--- src/rtl/trigger_frame_decoder.sv ---
// trigger_frame_decoder
//   Consumes the 64-bit triggered-frame stream coming from the trigger block.
//   Each frame is a header, LEN data words and a footer. The decoder unpacks
//   the data words into ADC samples on a valid/ready output. It also reports
//   per-frame metadata and keeps a saturating error count.
//
// Ports
//   RD_CLK, RD_RESET     clock, synchronous active-high reset
//   DIN, iVALID, oREADY  frame word input handshake
//   oSAMPLES             SAMPLE_PER_WORD samples, lane k at [k*RES +: RES]
//   oSAMPLE_VALID/iSAMPLE_READY/oSAMPLE_LAST  sample output handshake
//   oFRAME_DONE          one-cycle pulse after a footer is accepted
//   oCHANNEL_ID, oTIME_STAMP, oFRAME_LEN, oFRAME_ERR  metadata of the last frame
//   oERR_CNT             saturating count of dropped words and bad footers
//   oBUSY                decoder is inside a frame
module trigger_frame_decoder #(
    parameter int          DIN_WIDTH              = 64,
    parameter int          ADC_RESOLUTION_WIDTH   = 12,
    parameter int          SAMPLE_PER_WORD        = 4,
    parameter int          TIME_STAMP_WIDTH       = 48,
    parameter int          FIRST_TIME_STAMP_WIDTH = 32,
    parameter int          MAX_FRAME_LENGTH       = 50,
    parameter logic [7:0]  HEADER_ID              = 8'hAA,
    parameter logic [7:0]  FOOTER_ID              = 8'h55
) (
    input  logic                                              RD_CLK,
    input  logic                                              RD_RESET,
    input  logic [DIN_WIDTH-1:0]                              DIN,
    input  logic                                              iVALID,
    output logic                                              oREADY,
    output logic [SAMPLE_PER_WORD*ADC_RESOLUTION_WIDTH-1:0]   oSAMPLES,
    output logic                                              oSAMPLE_VALID,
    input  logic                                              iSAMPLE_READY,
    output logic                                              oSAMPLE_LAST,
    output logic                                              oFRAME_DONE,
    output logic [7:0]                                        oCHANNEL_ID,
    output logic [TIME_STAMP_WIDTH-1:0]                       oTIME_STAMP,
    output logic [7:0]                                        oFRAME_LEN,
    output logic                                              oFRAME_ERR,
    output logic [15:0]                                       oERR_CNT,
    output logic                                              oBUSY
);

    localparam int LANE_W = 16;
    localparam int SAMP_W = SAMPLE_PER_WORD * ADC_RESOLUTION_WIDTH;
    localparam int TS_HI_W = TIME_STAMP_WIDTH - FIRST_TIME_STAMP_WIDTH;

    typedef enum logic [1:0] {IDLE, DATA, FOOTER} state_t;

    state_t                              state_reg, state_next;
    logic [7:0]                          chan_reg;
    logic [7:0]                          len_reg;
    logic [FIRST_TIME_STAMP_WIDTH-1:0]   ts_lo_reg;
    logic [7:0]                          word_cnt_reg;
    logic [SAMP_W-1:0]                   samples_reg;
    logic                                sample_valid_reg;
    logic                                sample_last_reg;
    logic                                frame_done_reg;
    logic [7:0]                          channel_id_reg;
    logic [TIME_STAMP_WIDTH-1:0]         time_stamp_reg;
    logic [7:0]                          frame_len_reg;
    logic                                frame_err_reg;
    logic [15:0]                         err_cnt_reg;

    logic              ready;
    logic              busy;
    logic              xfer;
    logic              hdr_ok;
    logic              ftr_ok;
    logic              last_word;
    logic              err_inc;
    logic [7:0]        hdr_len;
    logic [SAMP_W-1:0] samples_next;

    // Each 16-bit lane carries its sample left-justified; the low bits are dropped.
    generate
        for (genvar gi = 0; gi < SAMPLE_PER_WORD; gi++) begin : g_unpack
            assign samples_next[gi*ADC_RESOLUTION_WIDTH +: ADC_RESOLUTION_WIDTH] =
                DIN[gi*LANE_W + LANE_W - 1 -: ADC_RESOLUTION_WIDTH];
        end
    endgenerate

    assign hdr_len   = DIN[47:40];
    assign hdr_ok    = (DIN[63:56] == HEADER_ID) && (hdr_len != 8'd0) &&
                       (hdr_len <= 8'(MAX_FRAME_LENGTH));
    assign ftr_ok    = (DIN[63:56] == FOOTER_ID) && (DIN[55:48] == chan_reg);
    assign last_word = ((word_cnt_reg + 8'd1) == len_reg);
    assign xfer      = iVALID && ready;

    // Header rejects in IDLE and bad footers are the only error sources,
    // so the counter can step at most once per cycle.
    assign err_inc = xfer && (((state_reg == IDLE) && !hdr_ok) ||
                              ((state_reg == FOOTER) && !ftr_ok));

    // State register
    always_ff @(posedge RD_CLK) begin
        if (RD_RESET) begin
            state_reg <= IDLE;
        end else begin
            state_reg <= state_next;
        end
    end

    // Next-state logic
    always_comb begin
        state_next = state_reg;
        case (state_reg)
            IDLE:    if (xfer && hdr_ok)    state_next = DATA;
            DATA:    if (xfer && last_word) state_next = FOOTER;
            FOOTER:  if (xfer)              state_next = IDLE;
            default:                        state_next = IDLE;
        endcase
    end

    // State-decoded outputs. In DATA the input stalls only while a sample is
    // held and the consumer is not taking it, so accept+drain has no bubble.
    always_comb begin
        ready = 1'b0;
        busy  = 1'b0;
        case (state_reg)
            IDLE:    ready = 1'b1;
            DATA:    begin
                ready = !sample_valid_reg || iSAMPLE_READY;
                busy  = 1'b1;
            end
            FOOTER:  begin
                ready = 1'b1;
                busy  = 1'b1;
            end
            default: ready = 1'b0;
        endcase
        if (RD_RESET) begin
            ready = 1'b0;
        end
    end

    // Datapath
    always_ff @(posedge RD_CLK) begin
        if (RD_RESET) begin
            chan_reg         <= '0;
            len_reg          <= '0;
            ts_lo_reg        <= '0;
            word_cnt_reg     <= '0;
            samples_reg      <= '0;
            sample_valid_reg <= 1'b0;
            sample_last_reg  <= 1'b0;
            frame_done_reg   <= 1'b0;
            channel_id_reg   <= '0;
            time_stamp_reg   <= '0;
            frame_len_reg    <= '0;
            frame_err_reg    <= 1'b0;
            err_cnt_reg      <= '0;
        end else begin
            if (xfer && (state_reg == IDLE) && hdr_ok) begin
                chan_reg     <= DIN[55:48];
                len_reg      <= hdr_len;
                ts_lo_reg    <= DIN[FIRST_TIME_STAMP_WIDTH-1:0];
                word_cnt_reg <= '0;
            end

            if (xfer && (state_reg == DATA)) begin
                samples_reg      <= samples_next;
                sample_valid_reg <= 1'b1;
                sample_last_reg  <= last_word;
                word_cnt_reg     <= word_cnt_reg + 8'd1;
            end else if (iSAMPLE_READY) begin
                sample_valid_reg <= 1'b0;
                sample_last_reg  <= 1'b0;
            end

            frame_done_reg <= xfer && (state_reg == FOOTER);
            if (xfer && (state_reg == FOOTER)) begin
                channel_id_reg <= chan_reg;
                time_stamp_reg <= {DIN[FIRST_TIME_STAMP_WIDTH +: TS_HI_W], ts_lo_reg};
                frame_len_reg  <= len_reg;
                frame_err_reg  <= !ftr_ok;
            end

            if (err_inc && (err_cnt_reg != 16'hFFFF)) begin
                err_cnt_reg <= err_cnt_reg + 16'd1;
            end
        end
    end

    assign oREADY        = ready;
    assign oBUSY         = busy;
    assign oSAMPLES      = samples_reg;
    assign oSAMPLE_VALID = sample_valid_reg;
    assign oSAMPLE_LAST  = sample_last_reg;
    assign oFRAME_DONE   = frame_done_reg;
    assign oCHANNEL_ID   = channel_id_reg;
    assign oTIME_STAMP   = time_stamp_reg;
    assign oFRAME_LEN    = frame_len_reg;
    assign oFRAME_ERR    = frame_err_reg;
    assign oERR_CNT      = err_cnt_reg;

endmodule

--- config.mk ---
export PLATFORM = sky130hd
export DESIGN_NAME = trigger_frame_decoder
export DESIGN_NICKNAME = d
export VERILOG_FILES = /design/src/rtl/trigger_frame_decoder.sv
export SDC_FILE = /design/constraint.sdc
export NUM_CORES = 1
export LEC_CHECK = 0
export ABC_AREA = 1
export BUFFER_PORTS_ARGS = -buffer_cell sky130_fd_sc_hd__buf_2
export CAP_MARGIN = 25
export CORE_ASPECT_RATIO = 0.8
export CORE_MARGIN = 1
export CORE_UTILIZATION = 52
export DETAILED_ROUTE_END_ITERATION = 8
export PLACE_DENSITY = 0.82
export SLEW_MARGIN = 15
export SYNTH_ARGS = -nofsm -noshare
export SYNTH_HDL_FRONTEND = slang
export SYNTH_SLANG_ARGS = --single-unit
--- constraint.sdc ---
create_clock -name RD_CLK -period 2.5 [get_ports RD_CLK]
set_input_delay 0 -clock RD_CLK [delete_from_list [all_inputs] [get_ports RD_CLK]]
set_output_delay 0 -clock RD_CLK [all_outputs]
set_load 0.01 [all_outputs]
==> impl_summary.txt <==
----------------------------------------------------
[Outcome]
  Outcome ... complete, no violations

[Synth]
  Avg Inst Size Synth ... 7.46 um2
  Seq cells post-synth ... 190
  Sequential area share after synthesis ... 0.509
  Post-synth net total ... 1076
  Synth cell types ... 32
  Syn Std Cell Area ... 7470 um2
  Gate count after technology mapping ... 1001
  Total number of yosys warnings ... 0

[Global routing]
  Antenna violations before repair ... 1
  Global-route wire length before repair ... 34.1 mm
  Gr ovfl total ... 0
  Maximum number of pins on one net before global-route repair ... 90
  Vias in the first global route ... 6890
  Total routing usage reported by global routing ... 0.296

[Critical path]
  Worst Setup End Kind ... flip-flop
  Largest fanout of any net on the critical path ... 47
  Data required time of the worst path ... 2.86 ns
  Delay of the slowest critical-path stage ... 0.61 ns
  Worst reg2reg setup slack ... 0.21 ns
  Startpoint-to-endpoint class of the critical path ... flip-flop to flip-flop
  Startpoint type of the worst setup path ... flip-flop
  Cell at the slowest stage of the critical path ... sky130_fd_sc_hd__inv_2
  Arrival time reported for the critical path endpoint ... 2.65 ns
  Sequence of cells on the critical path ... inv_1 > ha_1 > nor2_1 > nand2_1 > nand3_2 > nor3_4 > inv_2 > nor2_1 > nor2_1
  Cell with the most instances on the worst path ... sky130_fd_sc_hd__nor2_1

[Cells and area]
  Combined flip-flop and latch cell area ... 3800 um2
  Multi-input logic area ... 3170 um2
  Count of fill cells added during filler insertion ... 1081
  Layout Cell Area excl Fill ... 9780 um2
  Commonest cells after routing, fill and taps aside ... 218 x sky130_fd_sc_hd__nor2_1, 201 x sky130_fd_sc_hd__buf_2, 190 x sky130_fd_sc_hd__dfxtp_1
  Share of final-layout standard cells stronger than drive strength 1 ... 0.206
  Commonest non-fill, non-tap cell in the layout ... sky130_fd_sc_hd__nor2_1
  Number of nets in the finished design ... 1318
  Area added between synthesis and finish ... 31.0%

[Floorplanning]
  Die area ... 14800 um2
  Die height ... 109 um
  Chip width ... 136 um
  Total I/O pin count ... 202
  Starting density of the core ... 0.541
  Core Box Area ... 13800 um2
  Cell Rows ... 38

[STA]
  Post-route fraction of the period consumed by the critical path ... 0.916
  Worst-Margin Slew ... 0.870 ns
  Setup-violating endpoint count in the final report ... 0
  Maximum operating frequency ... 437 MHz
  Final setup skew ... 0.0100 ns
  Fin worst setup slack ... 0.210 ns
  Tightest slew margin relative to the limit ... 0.420
  RSZ-0062 raised after global routing ... false
  Final Hold Fails ... 0
  Max Slew Vio Count ... 0
  Hold slack final ... 0.108 ns
  Fin Setup TNS ... 0 ns
  Min Clock Period, post-route ... 2.29 ns

[Clock tree]
  Clock Tree Buf Depth ... 2
  Clock Latency Late Sink ... 0.43 ns
  Post-CTS repair timing setup buffer count ... 0
  Number of sinks on the clock net ... 190
  Clock slew at the register clock pins of the worst setup and hold paths ... 0.07 ns
  Quantity of hold-fixing buffers added after cts ... 65
  TritonCTS Buffers ... 17
  CTS root buffer ... sky130_fd_sc_hd__clkbuf_16
  TritonCTS clock tree ... built
  CTS H-tree depth ... 4
  Post-CTS Resized ... 0

[Detailed routing]
  Violation count after the first detailed-routing iteration ... 688
  Total wire length ... 21.7 mm
  Total via count in the routed design ... 7542
  DRT antenna net count ... 0
  Vias per Instance ... 5.25
  Total iterations of the first detailed-routing run ... 7
  Routed len/inst ... 15.1 um
  Detailed-route DRC error count ... 0

[Run]
  Number of maximum-capacitance constraint violations ... 0

[Placed design]
  Weighted congestion at the end of routability-driven global placement ... 0.890
  Placed wire-length estimate after detailed placement ... 13.0 mm
  Number of I/O port buffers ... 201
  Post-Place Setup Slack ... 0.264 ns
  Post-detailed-placement cell area ... 8540 um2

[Pwr]
  Leakage power summed over all cells ... 4.56 nW
  Total power ... 5.99 mW
  Maximum ir drop on the vdd rail ... 462 uV
  Power density cells ... 612 nW/um2

[Min path]
  Class of the most critical hold timing path ... primary input to flip-flop

----------------------------------------------------
## path summary, 6_finish.rpt
| kind | start | end | cells past startpoint |
|---|---|---|---|
| setup / recovery | state_reg[0] | ts_lo_reg[2] | 9 |
| hold / removal | iVALID | oFRAME_ERR | 5 |
| setup reg to reg | state_reg[0] | ts_lo_reg[2] | 9 |
| hold reg to reg | len_reg[7] | len_reg[7] | 2 |
## metrics by stage
step | std cells | util
detailed placement | 1339 | 0.620
global placement | 1339 | 0.620
global route | 1437 | 0.709
floorplan | 1001 | -
finish | 1437 | 0.709
CTS | 1436 | 0.709
## where the power goes
group          switching (mW)  internal, mW
clock network            1.14          1.55
logic                   0.137         0.132
registers             0.00265          3.03
total                    1.28          4.71
## cell usage after synthesis
cell / number / area [um2]
sky130_fd_sc_hd__buf_6: 9 / 101
sky130_fd_sc_hd__a2bb2oi_1: 1 / 8.76
sky130_fd_sc_hd__buf_1: 3 / 11.3
sky130_fd_sc_hd__xnor2_1: 7 / 61.3
sky130_fd_sc_hd__and2_1: 1 / 6.26
sky130_fd_sc_hd__nor3b_1: 1 / 7.51
sky130_fd_sc_hd__nor3_1: 8 / 40.0
sky130_fd_sc_hd__or2_0: 1 / 6.26
sky130_fd_sc_hd__nor3_2: 2 / 20.0
sky130_fd_sc_hd__nand3_2: 2 / 20.0
sky130_fd_sc_hd__nor2_1: 218 / 818
sky130_fd_sc_hd__nand4_1: 8 / 50.1
sky130_fd_sc_hd__a21oi_1: 92 / 460
sky130_fd_sc_hd__or2_2: 1 / 6.26
sky130_fd_sc_hd__inv_2: 5 / 18.8
sky130_fd_sc_hd__a21boi_0: 1 / 7.51
sky130_fd_sc_hd__o21ai_0: 120 / 601
sky130_fd_sc_hd__buf_2: 9 / 45.0
sky130_fd_sc_hd__inv_1: 48 / 180
sky130_fd_sc_hd__buf_4: 1 / 7.51
sky130_fd_sc_hd__dfxtp_1: 190 / 3800
sky130_fd_sc_hd__xor2_1: 4 / 35.0
sky130_fd_sc_hd__nor3_4: 1 / 16.3
sky130_fd_sc_hd__nand2_2: 1 / 6.26
sky130_fd_sc_hd__nand3_1: 33 / 165
sky130_fd_sc_hd__ha_1: 7 / 87.6
sky130_fd_sc_hd__nor2_4: 1 / 11.3
sky130_fd_sc_hd__nand3b_1: 2 / 15.0
sky130_fd_sc_hd__a211oi_1: 1 / 7.51
sky130_fd_sc_hd__nand2_1: 186 / 698
sky130_fd_sc_hd__o21ai_1: 3 / 15.0
sky130_fd_sc_hd__clkbuf_1: 34 / 128
## cells by family (layout without fill, tap and decap cells)
| logic type | count (synthesis) | after routing | share of synthesized area |
|---|---|---|---|
| other | 0 | 1 | 0 |
| and+or+nand+nor | 466 | 466 | 0.253 |
| AOI/OAI and AO/OA | 218 | 218 | 0.147 |
| adders and majority gates | 7 | 7 | 0.0117 |
| xor gates and xnor gates | 11 | 11 | 0.0129 |
| DFF | 190 | 190 | 0.509 |
| buffers and inverters | 109 | 364 | 0.0659 |
## per-layer routing
layer / global-route usage / up-vias / part of all wire
li1: - / 3706 / -
met1: 0.388 / 3452 / 0.44
met2: 0.464 / 346 / 0.45
met3: 0.0818 / 38 / 0.089
met4: 0.110 / 0 / 0.021
met5: 0 / - / 0
## cell type report
| type | count | area share |
|---|---|---|
| Clock buffer | 22 | 0.0485 |
| Timing Repair Buffer | 279 | 0.183 |
| Clock inverter | 10 | 0.0115 |
| Antenna cell | 1 | 0.000256 |
| Tap cell | 180 | 0.0230 |
| Multi-Input combinational cell | 702 | 0.324 |
| Sequential cell | 190 | 0.389 |
| Inverter | 53 | 0.0203 |
## worst max-delay path, delay by kind of cell, from the launching register on
| family | cells | cell delay, ns |
|---|---|---|
| adder cells (fa/ha/maj) | 1 | 0.24 |
| buffers and inverters | 2 | 0.71 |
| AND/OR/NAND/NOR | 6 | 0.84 |
| flip-flops | 1 | 0.38 |
(Power assumes the default switching activity.)
